===== src/rtl/led_frame_buffer_if.sv =====
// Bundle of the pixel-store write port, frame control and the GRB pixel stream
// of led_frame_buffer; master drives writes/control/ready, slave is the buffer.
interface led_frame_buffer_if;
  logic        wr_en;
  logic [2:0]  wr_addr;
  logic [23:0] wr_data;
  logic        frame_start;
  logic [2:0]  num_leds;
  logic [2:0]  bright;
  logic [23:0] pix_data;
  logic        pix_valid;
  logic        pix_ready;
  logic        pix_last;
  logic        busy;
  logic        frame_done;

  modport master (
    output wr_en, wr_addr, wr_data, frame_start, num_leds, bright, pix_ready,
    input  pix_data, pix_valid, pix_last, busy, frame_done
  );

  modport slave (
    input  wr_en, wr_addr, wr_data, frame_start, num_leds, bright, pix_ready,
    output pix_data, pix_valid, pix_last, busy, frame_done
  );
endinterface


===== src/rtl/led_frame_buffer.sv =====
// 8 x 24-bit GRB frame buffer streaming one frame per frame_start over a valid/ready port.
// Optional per-channel dimming shifter is enabled by defining LFB_DIMMING_EN.
module led_frame_buffer (
  input  logic              clk,
  input  logic              reset,
  led_frame_buffer_if.slave bus
);
  typedef enum logic [1:0] {IDLE, STREAM, DONE} state_t;

  state_t      r_state, w_state_nxt;
  logic [23:0] r_store [8];
  logic [2:0]  r_idx, w_idx_nxt;
  logic [2:0]  r_cnt, w_cnt_nxt;
  logic [2:0]  w_idx_inc, w_load_idx;
  logic [23:0] r_pix_data, w_pix_data_nxt, w_load_word;
  logic        r_pix_valid, w_pix_valid_nxt;
  logic        r_pix_last, w_pix_last_nxt;

  assign w_idx_inc  = r_idx + 3'd1;
  assign w_load_idx = (r_state == IDLE) ? 3'd0 : w_idx_inc;

`ifdef LFB_DIMMING_EN
  logic [2:0] r_bright;
  logic [2:0] w_bright;

  // The first word is loaded on the frame_start edge, so it must see the live input.
  assign w_bright    = (r_state == IDLE) ? bus.bright : r_bright;
  assign w_load_word = {r_store[w_load_idx][23:16] >> w_bright,
                        r_store[w_load_idx][15:8]  >> w_bright,
                        r_store[w_load_idx][7:0]   >> w_bright};

  always_ff @(posedge clk or negedge reset) begin
    if (!reset) begin
      r_bright <= '0;
    end else if (r_state == IDLE && bus.frame_start) begin
      r_bright <= bus.bright;
    end
  end
`else
  logic w_unused_bright;
  assign w_unused_bright = ^bus.bright;
  assign w_load_word     = r_store[w_load_idx];
`endif

  // Store reads above use the pre-edge contents, so a colliding write lands next frame.
  always_ff @(posedge clk or negedge reset) begin
    if (!reset) begin
      for (int unsigned i = 0; i < 8; i++) begin
        r_store[i] <= '0;
      end
    end else if (bus.wr_en) begin
      r_store[bus.wr_addr] <= bus.wr_data;
    end
  end

  always_ff @(posedge clk or negedge reset) begin
    if (!reset) begin
      r_state     <= IDLE;
      r_idx       <= '0;
      r_cnt       <= '0;
      r_pix_data  <= '0;
      r_pix_valid <= 1'b0;
      r_pix_last  <= 1'b0;
    end else begin
      r_state     <= w_state_nxt;
      r_idx       <= w_idx_nxt;
      r_cnt       <= w_cnt_nxt;
      r_pix_data  <= w_pix_data_nxt;
      r_pix_valid <= w_pix_valid_nxt;
      r_pix_last  <= w_pix_last_nxt;
    end
  end

  always_comb begin
    w_state_nxt     = r_state;
    w_idx_nxt       = r_idx;
    w_cnt_nxt       = r_cnt;
    w_pix_data_nxt  = r_pix_data;
    w_pix_valid_nxt = r_pix_valid;
    w_pix_last_nxt  = r_pix_last;
    unique case (r_state)
      IDLE: begin
        if (bus.frame_start) begin
          w_state_nxt     = STREAM;
          w_cnt_nxt       = bus.num_leds;
          w_idx_nxt       = '0;
          w_pix_data_nxt  = w_load_word;
          w_pix_valid_nxt = 1'b1;
          w_pix_last_nxt  = (bus.num_leds == 3'd0);
        end
      end
      STREAM: begin
        if (r_pix_valid && bus.pix_ready) begin
          if (r_idx != r_cnt) begin
            w_idx_nxt      = w_idx_inc;
            w_pix_data_nxt = w_load_word;
            w_pix_last_nxt = (w_idx_inc == r_cnt);
          end else begin
            w_state_nxt     = DONE;
            w_pix_data_nxt  = '0;
            w_pix_valid_nxt = 1'b0;
            w_pix_last_nxt  = 1'b0;
          end
        end
      end
      DONE:    w_state_nxt = IDLE;
      default: w_state_nxt = IDLE;
    endcase
  end

  assign bus.pix_data   = r_pix_data;
  assign bus.pix_valid  = r_pix_valid;
  assign bus.pix_last   = r_pix_last;
  assign bus.busy       = (r_state != IDLE);
  assign bus.frame_done = (r_state == DONE);
endmodule


===== src/flat_wrapper.sv =====
// flat-port wrapper written by rule: the top's interface ports become plain ports
module led_frame_buffer_flat 
  (clk, reset, bus_wr_en, bus_wr_addr, bus_wr_data, bus_frame_start, bus_num_leds, bus_bright, bus_pix_ready, bus_pix_data, bus_pix_valid, bus_pix_last, bus_busy, bus_frame_done);
  led_frame_buffer_if bus_i ();
  input  logic clk;
  input  logic reset;
  input wire logic [$bits(bus_i.wr_en)-1:0] bus_wr_en;
  input wire logic [$bits(bus_i.wr_addr)-1:0] bus_wr_addr;
  input wire logic [$bits(bus_i.wr_data)-1:0] bus_wr_data;
  input wire logic [$bits(bus_i.frame_start)-1:0] bus_frame_start;
  input wire logic [$bits(bus_i.num_leds)-1:0] bus_num_leds;
  input wire logic [$bits(bus_i.bright)-1:0] bus_bright;
  input wire logic [$bits(bus_i.pix_ready)-1:0] bus_pix_ready;
  output wire logic [$bits(bus_i.pix_data)-1:0] bus_pix_data;
  output wire logic [$bits(bus_i.pix_valid)-1:0] bus_pix_valid;
  output wire logic [$bits(bus_i.pix_last)-1:0] bus_pix_last;
  output wire logic [$bits(bus_i.busy)-1:0] bus_busy;
  output wire logic [$bits(bus_i.frame_done)-1:0] bus_frame_done;
  assign bus_i.wr_en = bus_wr_en;
  assign bus_i.wr_addr = bus_wr_addr;
  assign bus_i.wr_data = bus_wr_data;
  assign bus_i.frame_start = bus_frame_start;
  assign bus_i.num_leds = bus_num_leds;
  assign bus_i.bright = bus_bright;
  assign bus_i.pix_ready = bus_pix_ready;
  assign bus_pix_data = bus_i.pix_data;
  assign bus_pix_valid = bus_i.pix_valid;
  assign bus_pix_last = bus_i.pix_last;
  assign bus_busy = bus_i.busy;
  assign bus_frame_done = bus_i.frame_done;
  led_frame_buffer u_core (.clk(clk), .reset(reset), .bus(bus_i));
endmodule

===== config.mk =====
export PLATFORM = sky130hd
export DESIGN_NAME = led_frame_buffer_flat
export DESIGN_NICKNAME = d
export VERILOG_FILES = /design/src/rtl/led_frame_buffer_if.sv /design/src/rtl/led_frame_buffer.sv /design/src/flat_wrapper.sv
export SDC_FILE = /design/constraint.sdc
export NUM_CORES = 1
export LEC_CHECK = 0
export CORE_AREA = 2 2 134 136
export CTS_BUF_LIST = sky130_fd_sc_hd__clkbuf_4
export CTS_CLUSTER_SIZE = 8
export DETAILED_ROUTE_END_ITERATION = 8
export DIE_AREA = 0 0 136 138
export MAX_ROUTING_LAYER = met4
export PLACE_DENSITY = 0.82
export SLEW_MARGIN = 30
export SYNTH_ARGS = -nofsm -noshare
export SYNTH_HDL_FRONTEND = slang
export SYNTH_SLANG_ARGS = --single-unit

===== constraint.sdc =====
create_clock -name clk -period 2.1 [get_ports clk]
set_input_delay 0.42 -clock clk [delete_from_list [all_inputs] [get_ports clk]]
set_output_delay 0.42 -clock clk [all_outputs]
set_load 0.01 [all_outputs]

==> flow_summary_export.csv <==
group,metric,value,unit
status,status,"complete, no violations",
power_and_ir_drop,ir_worst_vdd,0.964,mV
timing,max_freq,0.486,GHz
worst_setup_path,critPathTopFamily,"buffers and inverters",
worst_setup_path,rr_worst_depth,6,
layout,layout-drive-gt1-share,0.280,
clocking,clk_path_buf_depth,3,
clocking,numCtsBuffers,58,
worst_setup_path,rr_endpoint,"u_core.bus.pix_data[22]",
worst_setup_path,crit_start,"u_core.bus.pix_data[23]",
routing,ant_nets,0,
worst_setup_path,worstSetupPathType,"register to output port",
worst_setup_path,path_cells,"clkdlybuf4s50_1",
timing,max_slew_margin,0.621,
routing,dr.pass1.iters,5,
worst_setup_path,cp_num_buf_inv,1,
worst_setup_path,critPathMaxStageDelay,0.56,ns
floorplanning,core_area,17500,µm²
yosys,synth_ff_type,"dfrtp_1",
routing,wire_per_inst,18.3,µm
yosys,async_reset_ff_frac,1.00,
yosys,synthDistinctLibCells,40,
timing,post-route-min-period,2.06,ns
global_route,grt_max_degree,107,
worst_setup_path,crit_path_start_kind,"register",
timing,rsz0062_at_grt,"no",
placed_design,dpl_worst_slack,0.0164,ns
yosys,synth_area,10500,µm²
global_route,grt_remaining_overflow,0,
yosys,syn_inst,920,
floorplanning,start_util,0.601,
clocking,cts_tree,"built",
worst_setup_path,arrival,1.64,ns
worst_setup_path,r2r-start,"u_core.r_idx[0]",
layout,syn2layout_area_growth,18.0,%
worst_setup_path,endpoint,"bus_pix_data[23]",
worst_setup_path,cp.required,1.68,ns
yosys,synth_edf_count,0,
floorplanning,design.portCount,66,
global_route,grt_first_pass_wirelength,38600,µm
timing,skew,0.0259,ns
clocking,h-tree-depth,2,
yosys,yosysSeqAreaShare,0.537,
floorplanning,die_w,136,µm
timing,tightest_slew,0.568,ns
placed_design,hpwl,13900,µm
timing,timing.hold.ws,0.269,ns
worst_setup_path,endpoint_kind,"output port",
timing,fin_crit_sh,0.981,
global_route,antenna_found_initial,0,
layout,nets,1057,
power_and_ir_drop,p_per_area,1330,nW/µm²
global_route,grt_pass1_vias,7635,
timing,setup_ws,0.0407,ns
yosys,syn_nets,959,
clocking,clk_pin_slew,0.07,ns
worst_setup_path,path_max_fanout,2,
clocking,clock-sinks,226,
yosys,avgSynthCellArea,11.5,µm²
yosys,synth_seq_cells,226,
power_and_ir_drop,p_leak,0.00543,µW
floorplanning,row_count,49,
floorplanning,dieArea,18800,µm²
timing,slew_violations,0,
placed_design,gp_congestion,0.792,
clocking,cts_root_buf,"clkbuf_4",
routing,drt_iter0_drc,512,
routing,route.vias.total,7610,
yosys,ys_warn_count,0,
global_route,grt_usage,0.266,
routing,vias_per_cell,5.90,
clocking,insertion_delay,0.69,ns
floorplanning,die_y,138,µm
layout,num_antenna_cells,0,
worst_setup_path,rrSetupSlack,0.15,ns
worst_setup_path,crit_slowest_cell,"clkdlybuf4s50_1",
flow_run,drv_cap,0,
timing,setup-violations-final,0,
worst_setup_path,worstSetupPathDepth,1,
routing,drc,0,
min_path,hold_path_class,"input pin to asynchronous set/reset pin",
routing,wl,23600,µm
timing,final_hold_viol_count,0,
placed_design,portBuffers,62,
-- cell type report --
class / count / area, µm²
Clock inverter: 26 / 128
Timing Repair Buffer: 109 / 1200
Clock buffer: 76 / 571
Sequential cell: 226 / 5660
Tap cell: 229 / 287
Multi-Input combinational cell: 576 / 4410
Inverter: 47 / 179
Fill cell: 1232 / 5100
-- cell usage in the layout (no fill, tap or decap), types with 4 or more instances in the layout --
| cell type | n |
|---|---|
| clkdlybuf4s50_1 | 56 |
| a22oi_1 | 46 |
| nand3_1 | 24 |
| a21oi_1 | 46 |
| o21ai_0 | 51 |
| nor3_1 | 46 |
| clkbuf_4 | 76 |
| o211ai_1 | 47 |
| a22o_1 | 4 |
| inv_1 | 46 |
| mux2_2 | 152 |
| clkinv_1 | 20 |
| mux2i_1 | 46 |
| buf_4 | 28 |
| dfrtp_1 | 225 |
| nor2_1 | 4 |
| nand2_1 | 77 |
| buf_12 | 17 |
-- Yosys cell counts, types with 7 or more instances --
cell type,instances,area share
mux2i_1,46,0.044
o21ai_0,51,0.024
nand2_1,77,0.027
nand3_1,24,0.011
dfrtp_1,226,0.54
buf_1,7,0.0025
mux2_2,152,0.16
clkbuf_1,40,0.014
o211ai_1,47,0.033
a21oi_1,46,0.022
inv_1,46,0.016
nor3_1,47,0.022
a22oi_1,46,0.033
buf_2,19,0.0090
-- where the power goes --
group	internal, µW	switching, µW	total (µW)	leakage (µW)
clock	1810	1760	3570	0.000415
sequential	5490	600	6090	0.00273
combinational	3090	3790	6880	0.00229
-- how the worst min path moves through the flow --
stage | cells after the start | slack, ns | end | startpoint
global route | 2 | 0.27 | u_core.r_idx[2] | reset
global placement | 1 | 0.39 | u_core.r_cnt[2] | reset
detailed placement | 1 | 0.39 | u_core.r_cnt[2] | reset
finish | 2 | 0.27 | u_core.r_store[20] | reset
floorplan | 0 | 0.12 | u_core.bus.pix_data[0] | reset
CTS | 2 | 0.24 | u_core.r_store[16] | reset
-- kinds of logic (layout without fill, tap and decap cells) --
kind of cell / Yosys count / count (layout) / share of synthesized area
compound gates: 200 / 200 / 0.124
xor+xnor: 6 / 6 / 0.00570
buf+inv: 118 / 258 / 0.0479
simple gates: 170 / 170 / 0.0765
flops: 226 / 226 / 0.537
fa+ha+maj: 1 / 1 / 0.00119
mux: 199 / 199 / 0.208
-- stage by stage --
stage               TNS, ns  cell area [µm²]  cells  utilization  power [µW]
floorplan                 0            10500    920            -       10700
global route              0            12400   1289        0.709       17600
CTS                 -0.0166            12400   1287        0.708       16600
global placement          0            11700   1182        0.666       12700
finish                    0            12400   1289        0.709       16500
detailed placement        0            11700   1182        0.666       13000
-- registers in the layout, indices dropped and copies added, names as in the netlist --
register	cells
u_core.bus.pix_valid	1
u_core.r_state	2
u_core.bus.pix_last	1
u_core.bus.pix_data	24
u_core.r_cnt	3
u_core.r_idx	3
u_core.r_store	192
-- routing by layer --
layer | global-route usage | wire length, µm | up-vias
met3 | 0.0502 | 1120 | 42
met4 | 0.0959 | 439 | 0
met5 | - | 0 | -
met2 | 0.411 | 11700 | 196
li1 | - | - | 3545
met1 | 0.355 | 10400 | 3827
-- what timing repair did --
action,4_1_cts,5_1_grt
setup endpoints to repair,4,3
pin swaps,1,1
resized for setup,6,3
hold endpoints to repair,54,0
buffers inserted,2,2
hold buffers,1,0
No activity file was read; power rests on OpenSTA's default activity.
